**src/rtl/hack_boot_loader.sv**
```systemverilog
// rtl/hack_boot_loader.sv - Hack boot sequencer: UART frame parser, ROM loader, checksum, boot/run handoff
//
// Frame: 0xA5, LEN_HI, LEN_LO, N x (HI, LO), CSUM. CSUM is the 8-bit sum of every
// byte between the sync byte and CSUM. On success the system enters run mode and
// the CPU is released from reset RESET_CYCLES cycles later.
//
// Ports:
//   CLK            in   system clock, rising edge
//   i_reset_n      in   asynchronous active-low reset
//   i_rx_dv        in   one-cycle strobe, i_rx_byte valid
//   i_rx_byte      in   received byte
//   i_start        in   one-cycle pulse, return to IDLE (wins over i_rx_dv)
//   o_pc_loader    out  ROM write address (0-based word index)
//   o_rom          out  ROM write data
//   o_Bus_CS       out  one-cycle ROM write strobe
//   o_mode         out  0 = boot, 1 = run
//   o_cpu_reset    out  active-high CPU reset
//   o_busy         out  frame in progress (LEN_HI..CSUM)
//   o_error        out  last frame failed, sticky until i_start or reset
//   o_words_loaded out  words written in current/last frame
module hack_boot_loader #(
    parameter int ROM_DEPTH      = 1001,
    parameter int TIMEOUT_CYCLES = 1000000,
    parameter int RESET_CYCLES   = 4
) (
    input  logic        CLK,
    input  logic        i_reset_n,
    input  logic        i_rx_dv,
    input  logic [7:0]  i_rx_byte,
    input  logic        i_start,
    output logic [15:0] o_pc_loader,
    output logic [15:0] o_rom,
    output logic        o_Bus_CS,
    output logic        o_mode,
    output logic        o_cpu_reset,
    output logic        o_busy,
    output logic        o_error,
    output logic [15:0] o_words_loaded
);

    localparam int TW = $clog2(TIMEOUT_CYCLES + 1);
    localparam int HW = $clog2(RESET_CYCLES + 1);
    localparam logic [7:0] SYNC = 8'hA5;

    typedef enum logic [3:0] {
        S_IDLE,
        S_LEN_HI,
        S_LEN_LO,
        S_DATA_HI,
        S_DATA_LO,
        S_CSUM,
        S_RESET_HOLD,
        S_RUN,
        S_ERROR
    } state_t;

    state_t         state;
    state_t         next_state;
    logic           take;
    logic           busy_now;
    logic           timeout_hit;
    logic           wr;
    logic [15:0]    len_cand;
    logic [TW-1:0]  tcnt;
    logic [HW-1:0]  hcnt;
    logic [7:0]     sum;
    logic [7:0]     len_hi;
    logic [7:0]     data_hi;
    logic [15:0]    len;
    logic [15:0]    idx;

    // A byte coinciding with i_start is dropped.
    assign take     = i_rx_dv && !i_start;
    assign len_cand = {len_hi, i_rx_byte};
    assign busy_now = (state == S_LEN_HI) || (state == S_LEN_LO) || (state == S_DATA_HI) ||
                      (state == S_DATA_LO) || (state == S_CSUM);
    assign timeout_hit = busy_now && !take && (tcnt == TW'(TIMEOUT_CYCLES - 1));

    always_comb begin
        next_state = state;
        wr         = 1'b0;
        if (i_start) begin
            next_state = S_IDLE;
        end else begin
            case (state)
                S_IDLE: if (take && i_rx_byte == SYNC) next_state = S_LEN_HI;
                S_LEN_HI: if (take) next_state = S_LEN_LO;
                S_LEN_LO: begin
                    if (take) begin
                        if (len_cand == 16'd0)
                            next_state = S_CSUM;
                        else if ({16'd0, len_cand} > 32'(ROM_DEPTH))
                            next_state = S_ERROR;
                        else
                            next_state = S_DATA_HI;
                    end
                end
                S_DATA_HI: if (take) next_state = S_DATA_LO;
                S_DATA_LO: begin
                    if (take) begin
                        wr         = 1'b1;
                        next_state = (idx + 16'd1 == len) ? S_CSUM : S_DATA_HI;
                    end
                end
                S_CSUM: if (take) next_state = (i_rx_byte == sum) ? S_RESET_HOLD : S_ERROR;
                S_RESET_HOLD: if (hcnt == HW'(RESET_CYCLES - 1)) next_state = S_RUN;
                S_RUN:   next_state = S_RUN;
                S_ERROR: next_state = S_ERROR;
                default: next_state = S_IDLE;
            endcase
            if (timeout_hit) next_state = S_ERROR;
        end
    end

    always_ff @(posedge CLK or negedge i_reset_n) begin
        if (!i_reset_n) begin
            state          <= S_IDLE;
            tcnt           <= '0;
            hcnt           <= '0;
            sum            <= 8'd0;
            len_hi         <= 8'd0;
            data_hi        <= 8'd0;
            len            <= 16'd0;
            idx            <= 16'd0;
            o_pc_loader    <= 16'd0;
            o_rom          <= 16'd0;
            o_Bus_CS       <= 1'b0;
            o_mode         <= 1'b0;
            o_cpu_reset    <= 1'b1;
            o_busy         <= 1'b0;
            o_error        <= 1'b0;
            o_words_loaded <= 16'd0;
        end else begin
            state <= next_state;

            // Inter-byte idle counter, only meaningful inside a frame.
            if (take || !busy_now) tcnt <= '0;
            else                   tcnt <= tcnt + TW'(1);

            // Counts cycles spent in RESET_HOLD; zero on entry.
            if (state == S_RESET_HOLD) hcnt <= hcnt + HW'(1);
            else                       hcnt <= '0;

            if (take) begin
                case (state)
                    S_IDLE: begin
                        if (i_rx_byte == SYNC) begin
                            sum            <= 8'd0;
                            idx            <= 16'd0;
                            o_words_loaded <= 16'd0;
                        end
                    end
                    S_LEN_HI: begin
                        len_hi <= i_rx_byte;
                        sum    <= sum + i_rx_byte;
                    end
                    S_LEN_LO: begin
                        len <= len_cand;
                        sum <= sum + i_rx_byte;
                    end
                    S_DATA_HI: begin
                        data_hi <= i_rx_byte;
                        sum     <= sum + i_rx_byte;
                    end
                    S_DATA_LO: begin
                        sum            <= sum + i_rx_byte;
                        idx            <= idx + 16'd1;
                        o_words_loaded <= idx + 16'd1;
                    end
                    default: ;
                endcase
            end

            o_Bus_CS <= wr;
            if (wr) begin
                o_pc_loader <= idx;
                o_rom       <= {data_hi, i_rx_byte};
            end

            o_mode      <= (next_state == S_RESET_HOLD) || (next_state == S_RUN);
            o_cpu_reset <= (next_state != S_RUN);
            o_error     <= (next_state == S_ERROR);
            o_busy      <= (next_state == S_LEN_HI) || (next_state == S_LEN_LO) ||
                           (next_state == S_DATA_HI) || (next_state == S_DATA_LO) ||
                           (next_state == S_CSUM);
        end
    end

endmodule

```
**config.mk**
```make
export PLATFORM = sky130hd
export DESIGN_NAME = hack_boot_loader
export DESIGN_NICKNAME = d
export VERILOG_FILES = /design/src/rtl/hack_boot_loader.sv
export SDC_FILE = /design/constraint.sdc
export NUM_CORES = 1
export LEC_CHECK = 0
export ABC_AREA = 1
export ABC_CLOCK_PERIOD_IN_PS = 1800
export BUFFER_PORTS_ARGS = -buffer_cell sky130_fd_sc_hd__buf_4
export CAP_MARGIN = 25
export CORE_UTILIZATION = 50
export CTS_CLUSTER_DIAMETER = 120
export DETAILED_ROUTE_END_ITERATION = 10
export MAX_ROUTING_LAYER = met4
export PLACE_DENSITY = 0.76
export SYNTH_ARGS = -nofsm -noshare
export SYNTH_HDL_FRONTEND = slang
export SYNTH_SLANG_ARGS = --single-unit
```
**constraint.sdc**
```tcl
create_clock -name CLK -period 1.8 [get_ports CLK]
set_input_delay 0 -clock CLK [delete_from_list [all_inputs] [get_ports CLK]]
set_output_delay 0 -clock CLK [all_outputs]
set_load 0.05 [all_outputs]
```
==> flow_summary.ini, run 1 <==
[cts]
clock-sinks = 120
h-tree-depth = 4
numCtsBuffers = 17
clk_pin_slew_ns = 0.05
insertion_delay_ns = 0.43
cts_tree = built
cts_root_buf = clkbuf_16
cts_buffer_depth = 2

[sta]
max_freq_mhz = 444
clock_skew_ns = 0.00843
tightest_slew_ns = 0.527
worst_hold_slack_ns = 0.00641
tns_ns = -4.40
min_period_ns = 2.25
grt_setup_unrepaired = true
finalSetupViolCount = 18
slew_headroom = 0.645
setup_slack_ns = -0.451
slew_violations = 0
hold_viol_final = 0
post-route-period-util = 1.25

[final_layout]
diodes = 0
nets = 961
drive_above_1_share = 0.355
syn2layout_area_growth_pct = 45.7
final_util = 0.754
stdcell_count = 1093

[pwr]
internal_power_mw = 5.42
switching_power_mw = 1.80
p_seq_frac = 0.389
p_sw_frac = 0.249
ir_drop_mv = 0.553
cellPowerDensity_nw_per_um2 = 832
pwr-share-clk = 0.484
comb_power_share = 0.127
leakage_nw = 4.39

[yosys]
ys.flop_type = dfrtp_1
synth_edf_count = 0
avgSynthCellArea_um2 = 8.17
yosysWarnings = 0
ys_async_sr_fraction = 1.00
syn_area_um2 = 5960
yosysUniqueCellTypes = 44
ys_seq_elements = 120
synth_cells = 729
syn-num-nets = 753
yosysSeqAreaShare = 0.504

[critical_path]
r2r_start = tcnt[0]$_DFF_PN0_
critPathSlowestCell = dfrtp_1
rr_worst_depth = 16
crit_path_max_fanout = 3
cp_data_arrival_time_ns = 2.56
cp_common_cell = nor2_4
r2r_slack_ns = -0.45
critPathCaptureType = flip-flop
path_cells = buf_6, nand3_4, nor2_4, nand2_2, nor2_4, nand2_2, nor2_4, nand2_2, nor2_4, nand4_4, nor2_4, nand2_2, nor3_4, nand3_1, nand2_1, nor2_1
critPathBufInv = 1
startpoint_type = flip-flop
required_ns = 2.11
r2r_end = tcnt[19]$_DFF_PN0_
path_delay_family = simple AND/OR/NAND/NOR gates
crit_type = flip-flop to flip-flop
cpPeakStageDelay_ns = 0.41

[min_path]
hold_start = i_rx_byte[6]
hold_path_end = data_hi[6]$_DFFE_PN0P_
min_path_cells = 3
min-delay-path-class = primary input to flip-flop

[floorplanning]
die-area_um2 = 12400
ios = 65
fp-row-count = 39
core_area_um2 = 11500
die_h_um = 111
die_w_um = 111
initial_core_util = 0.517

[route]
drc = 12
vias = 5979
drt-vias-per-instance = 5.47
drt-wirelength-per-cell_um = 16.0
drt_wl_total_um = 17500
dr.first_iter.drc_count = 557
dr.pass1.iters = 9
ant_nets = 0

[run_status]
violations = DRC, setup timing
status = complete, but fails checks

[grt]
overflow = 0
antenna_found_initial = 0
grt_pass1_vias = 5799
grt_max_degree = 51
grt_pass1_wl_um = 27400
track_usage = 0.292

[place]
place.detailed.hpwl_um = 11200
dp_slack_ns = -0.308
gp_congestion = 0.907
place_inst = 1025
io_buffers = 64

[flow_run]
max-cap-violations = 0
## through the flow
stage	instance area [µm²]	power (mW)
6_report	8680	7.22
5_1_grt	8680	7.42
4_1_cts	8350	7.18
3_5_place_dp	7410	3.67
3_3_place_gp	7410	3.65
2_1_floorplan	6000	3.27
## repair_timing
action	CTS	global route
hold endpoints to repair	130	0
gates cloned	0	2
gates resized for setup	40	57
pin swaps	18	42
setup buffers	18	16
hold buffers	7	0
endpoints found under the setup margin	41	59
## registers in the layout, indices dropped and copies added, names as in the netlist
| register | count |
|---|---|
| o_pc_loader | 16 |
| o_error | 1 |
| o_rom | 16 |
| sum | 8 |
| o_busy | 1 |
| len | 16 |
| len_hi | 8 |
| idx | 16 |
| o_Bus_CS | 1 |
| state | 4 |
| data_hi | 8 |
| tcnt | 20 |
| o_cpu_reset | 1 |
| hcnt | 3 |
| o_mode | 1 |
## cell usage in the layout (no fill, tap or decap), types with 5 or more instances in the layout
cell type	synthesis	final
nor2_4	7	16
a21oi_1	20	17
ha_4	0	5
a21oi_2	2	5
nand3_2	2	5
buf_4	0	187
dfrtp_1	119	107
nand3_1	29	24
nand4_1	17	17
nor2_2	6	10
inv_2	4	10
nand2_2	7	23
dfrtp_2	0	12
o21ai_0	82	75
inv_1	80	73
clkinv_2	0	6
nor3_1	10	8
buf_6	0	5
o22ai_1	12	12
clkbuf_16	0	18
dlygate4sd3_1	0	7
xor2_1	8	7
nor2_1	56	43
nand2_1	203	185
nor4_1	7	5
o21ai_1	3	7
## metal layers
| layer | vias up | wire length [µm] | track usage |
|---|---|---|---|
| li1 | 2812 | - | - |
| met1 | 2889 | 7130 | 0.338 |
| met2 | 226 | 8890 | 0.490 |
| met3 | 52 | 956 | 0.0585 |
| met4 | 0 | 554 | 0.137 |
| met5 | - | 0 | - |
## worst max-delay path by stage
stage | startpoint | end | slack, ns | cells after the start
after CTS | idx[0]$_DFFE_PN0P_ | o_busy$_DFF_PN0_ | -0.29 | 18
after floorplan | idx[0]$_DFFE_PN0P_ | o_busy$_DFF_PN0_ | -0.27 | 18
after global routing | idx[1]$_DFFE_PN0P_ | o_busy$_DFF_PN0_ | -0.67 | 18
final | tcnt[0]$_DFF_PN0_ | tcnt[19]$_DFF_PN0_ | -0.45 | 16
after global placement | idx[1]$_DFFE_PN0P_ | o_busy$_DFF_PN0_ | -0.22 | 16
after detailed placement | tcnt[0]$_DFF_PN0_ | tcnt[16]$_DFF_PN0_ | -0.31 | 15
## power groups by stage
| stage | Combinational (mW) | Sequential (mW) | Clock (mW) |
|---|---|---|---|
| final | 0.916 | 2.81 | 3.49 |
| after global routing | 0.996 | 2.81 | 3.61 |
| after CTS | 0.865 | 2.81 | 3.51 |
| after detailed placement | 0.812 | 2.85 | 0 |
| after global placement | 0.797 | 2.85 | 0 |
| after floorplan | 0.310 | 2.96 | 0 |
## worst register-to-register path, stage by stage, from the launching register on
cell and delay, ns:
dfrtp_1 0.41, buf_6 0.12, nand3_4 0.08, nor2_4 0.14
nand2_2 0.07, nor2_4 0.12, nand2_2 0.07, nor2_4 0.13
nand2_2 0.09, nor2_4 0.15, nand4_4 0.11, nor2_4 0.13
nand2_2 0.09, nor3_4 0.22, nand3_1 0.10, nand2_1 0.06
nor2_1 0.04
## Yosys cell counts (4+ instances only)
master | count | area [µm²]
a21oi_1 | 20 | 100
clkbuf_1 | 11 | 41.3
dfrtp_1 | 119 | 2980
ha_1 | 11 | 138
inv_1 | 80 | 300
inv_2 | 4 | 15.0
nand2_1 | 203 | 762
nand2_2 | 7 | 43.8
nand3_1 | 29 | 145
nand3b_1 | 4 | 30.0
nand4_1 | 17 | 106
nor2_1 | 56 | 210
nor2_2 | 6 | 37.5
nor2_4 | 7 | 78.8
nor3_1 | 10 | 50.1
nor4_1 | 7 | 43.8
o21ai_0 | 82 | 410
o22ai_1 | 12 | 75.1
xor2_1 | 8 | 70.1
## cell families after synthesis
| group | after synthesis | share of synthesized area |
|---|---|---|
| XOR/XNOR | 10 | 0.0170 |
| adder cells (fa/ha/maj) | 12 | 0.0265 |
| flip-flops | 120 | 0.504 |
| AO/OA/AOI/OAI | 131 | 0.119 |
| AND/OR/NAND/NOR | 356 | 0.270 |
| buffers and inverters | 100 | 0.0636 |
## cell type report
cell class	count	area, µm²
Tap cell	143	179
Multi-Input combinational cell	509	2930
Inverter	85	323
Sequential cell	120	3020
Fill cell	771	2840
Timing Repair Buffer	203	1620
Clock buffer	23	488
Timing Repair inverter	1	7.51
Clock inverter	9	120
Power figures use the tool's default switching activity.
==> run 2: changes to the inputs <==
CTS_BUF_LIST = sky130_fd_sc_hd__clkbuf_8   (was default)
==> flow_summary.ini, run 2 (synthesized netlist as in run 1, its figures left out) <==
[floorplanning]
fp-row-count = 39
initial_core_util = 0.517
core_area_um2 = 11500
ios = 65
die-area_um2 = 12400
die_h_um = 111
die_w_um = 111

[sta]
hold_viol_final = 0
post-route-period-util = 1.20
slew_violations = 0
clock_skew_ns = 0.00873
tightest_slew_ns = 0.513
setup_slack_ns = -0.363
finalSetupViolCount = 21
worst_hold_slack_ns = 0.0266
grt_setup_unrepaired = true
slew_headroom = 0.655
max_freq_mhz = 462
min_period_ns = 2.16

[route]
drt-wirelength-per-cell_um = 15.6
vias = 5909
maxUsedRoutingLayer = met4
drt-vias-per-instance = 5.39
dr.first_iter.drc_count = 456
wl_met3_um = 836
dr.pass1.iters = 8
wl_met2_um = 8610
drt-met1-wl_um = 7120
ant_nets = 0
drt_wl_total_um = 17100
drc = 12

[final_layout]
final_util = 0.739
top_register = tcnt
area.sequential_um2 = 3020
largest_reg_flops = 20
syn2layout_area_growth_pct = 42.8
stdcell_count = 1097
diodes = 0
final_cell_mix = buf_4, nand2_1, dfrtp_1
nets = 965
multi_input_area_um2 = 2920
drive_above_1_share = 0.357
fillers = 800
layout_commonest_cell = buf_4

[cts]
clock-sinks = 120
clk_pin_slew_ns = 0.07
cts_buffer_depth = 2
h-tree-depth = 4
cts_root_buf = clkbuf_8
insertion_delay_ns = 0.46
cts_tree = built
numCtsBuffers = 17

[min_path]
hold_start = i_rx_byte[4]
hold_path_end = sum[4]$_DFFE_PN0P_
min-delay-path-class = primary input to flip-flop
min_path_cells = 5

[grt]
grt_pass1_wl_um = 26900
grt_pass1_vias = 5768
overflow = 0
track_usage = 0.286
grt_max_degree = 51
antenna_found_initial = 0

[critical_path]
crit_path_max_fanout = 6
crit_type = flip-flop to flip-flop
required_ns = 2.15
cp_data_arrival_time_ns = 2.51
r2r_start = idx[1]$_DFFE_PN0P_
startpoint_type = flip-flop
critPathCaptureType = flip-flop
r2r_end = o_busy$_DFF_PN0_
r2r_slack_ns = -0.36
rr_worst_depth = 18

[place]
gp_congestion = 0.907
place.detailed.hpwl_um = 11200
place_inst = 1025
io_buffers = 64

[run_status]
status = complete, but fails checks
violations = DRC, setup timing

[pwr]
ir_drop_mv = 0.527
cellPowerDensity_nw_per_um2 = 738
leakage_nw = 4.30

[flow_run]
max-cap-violations = 0
-- run 2: metrics by stage --
stage          area [µm²]  setup TNS (ns)  power [mW]  setup WS, ns
2_1_floorplan        6000          -0.869        3.27        -0.270
3_3_place_gp         7410           -2.06        3.65        -0.225
3_5_place_dp         7410           -3.47        3.67        -0.308
4_1_cts              8210           -2.35        6.24        -0.295
5_1_grt              8510           -7.27        6.51        -0.575
6_report             8510           -3.40        6.28        -0.363
-- run 2: per-layer routing --
metal | global-route usage | vias up
li1 | - | 2823
met1 | 0.331 | 2820
met2 | 0.478 | 208
met3 | 0.0574 | 58
met4 | 0.138 | 0
met5 | - | -
-- run 2: how the worst max path moves through the flow --
stage | start | end | slack, ns
2_1_floorplan | idx[0]$_DFFE_PN0P_ | o_busy$_DFF_PN0_ | -0.27
5_1_grt | idx[1]$_DFFE_PN0P_ | o_busy$_DFF_PN0_ | -0.57
3_5_place_dp | tcnt[0]$_DFF_PN0_ | tcnt[16]$_DFF_PN0_ | -0.31
3_3_place_gp | idx[1]$_DFFE_PN0P_ | o_busy$_DFF_PN0_ | -0.22
6_report | idx[1]$_DFFE_PN0P_ | o_busy$_DFF_PN0_ | -0.36
4_1_cts | idx[1]$_DFFE_PN0P_ | o_busy$_DFF_PN0_ | -0.30
-- run 2: area by class of cell --
cell class / instances / area share
Tap cell: 143 / 0.0210
Sequential cell: 120 / 0.355
Inverter: 85 / 0.0382
Timing Repair Buffer: 207 / 0.193
Clock buffer: 21 / 0.0340
Multi-Input combinational cell: 509 / 0.343
Timing Repair inverter: 1 / 0.000882
Clock inverter: 11 / 0.0150
-- run 2: repair_timing --
action | in CTS | in global routing
gates cloned | 0 | 1
resized for setup | 35 | 65
buffers inserted | 19 | 11
hold endpoints to repair | 152 | 0
endpoints found under the setup margin | 45 | 61
pin swaps | 15 | 27
hold buffers | 12 | 0
-- run 2: critical path, stage by stage (launching register included) --
cell and delay (ns):
dfrtp_2 0.42, ha_4 0.18, nand2_4 0.06, nor2_4 0.16
nand2_1 0.11, nand2_2 0.09, nand2_2 0.07, nand2_2 0.06
nand2_2 0.06, nor2_2 0.10, nand2_1 0.06, nor2_1 0.09
nand2_1 0.11, nand2_2 0.10, nand2_2 0.06, a21oi_2 0.15
nand2_2 0.09, nand2_2 0.05, nor2_1 0.04
-- run 2: where the power goes --
group	switching (mW)	leakage [nW]	internal, mW
Combinational	0.557	2.50	0.382
Sequential	0.0548	1.57	2.75
Clock	1.05	0.228	1.49
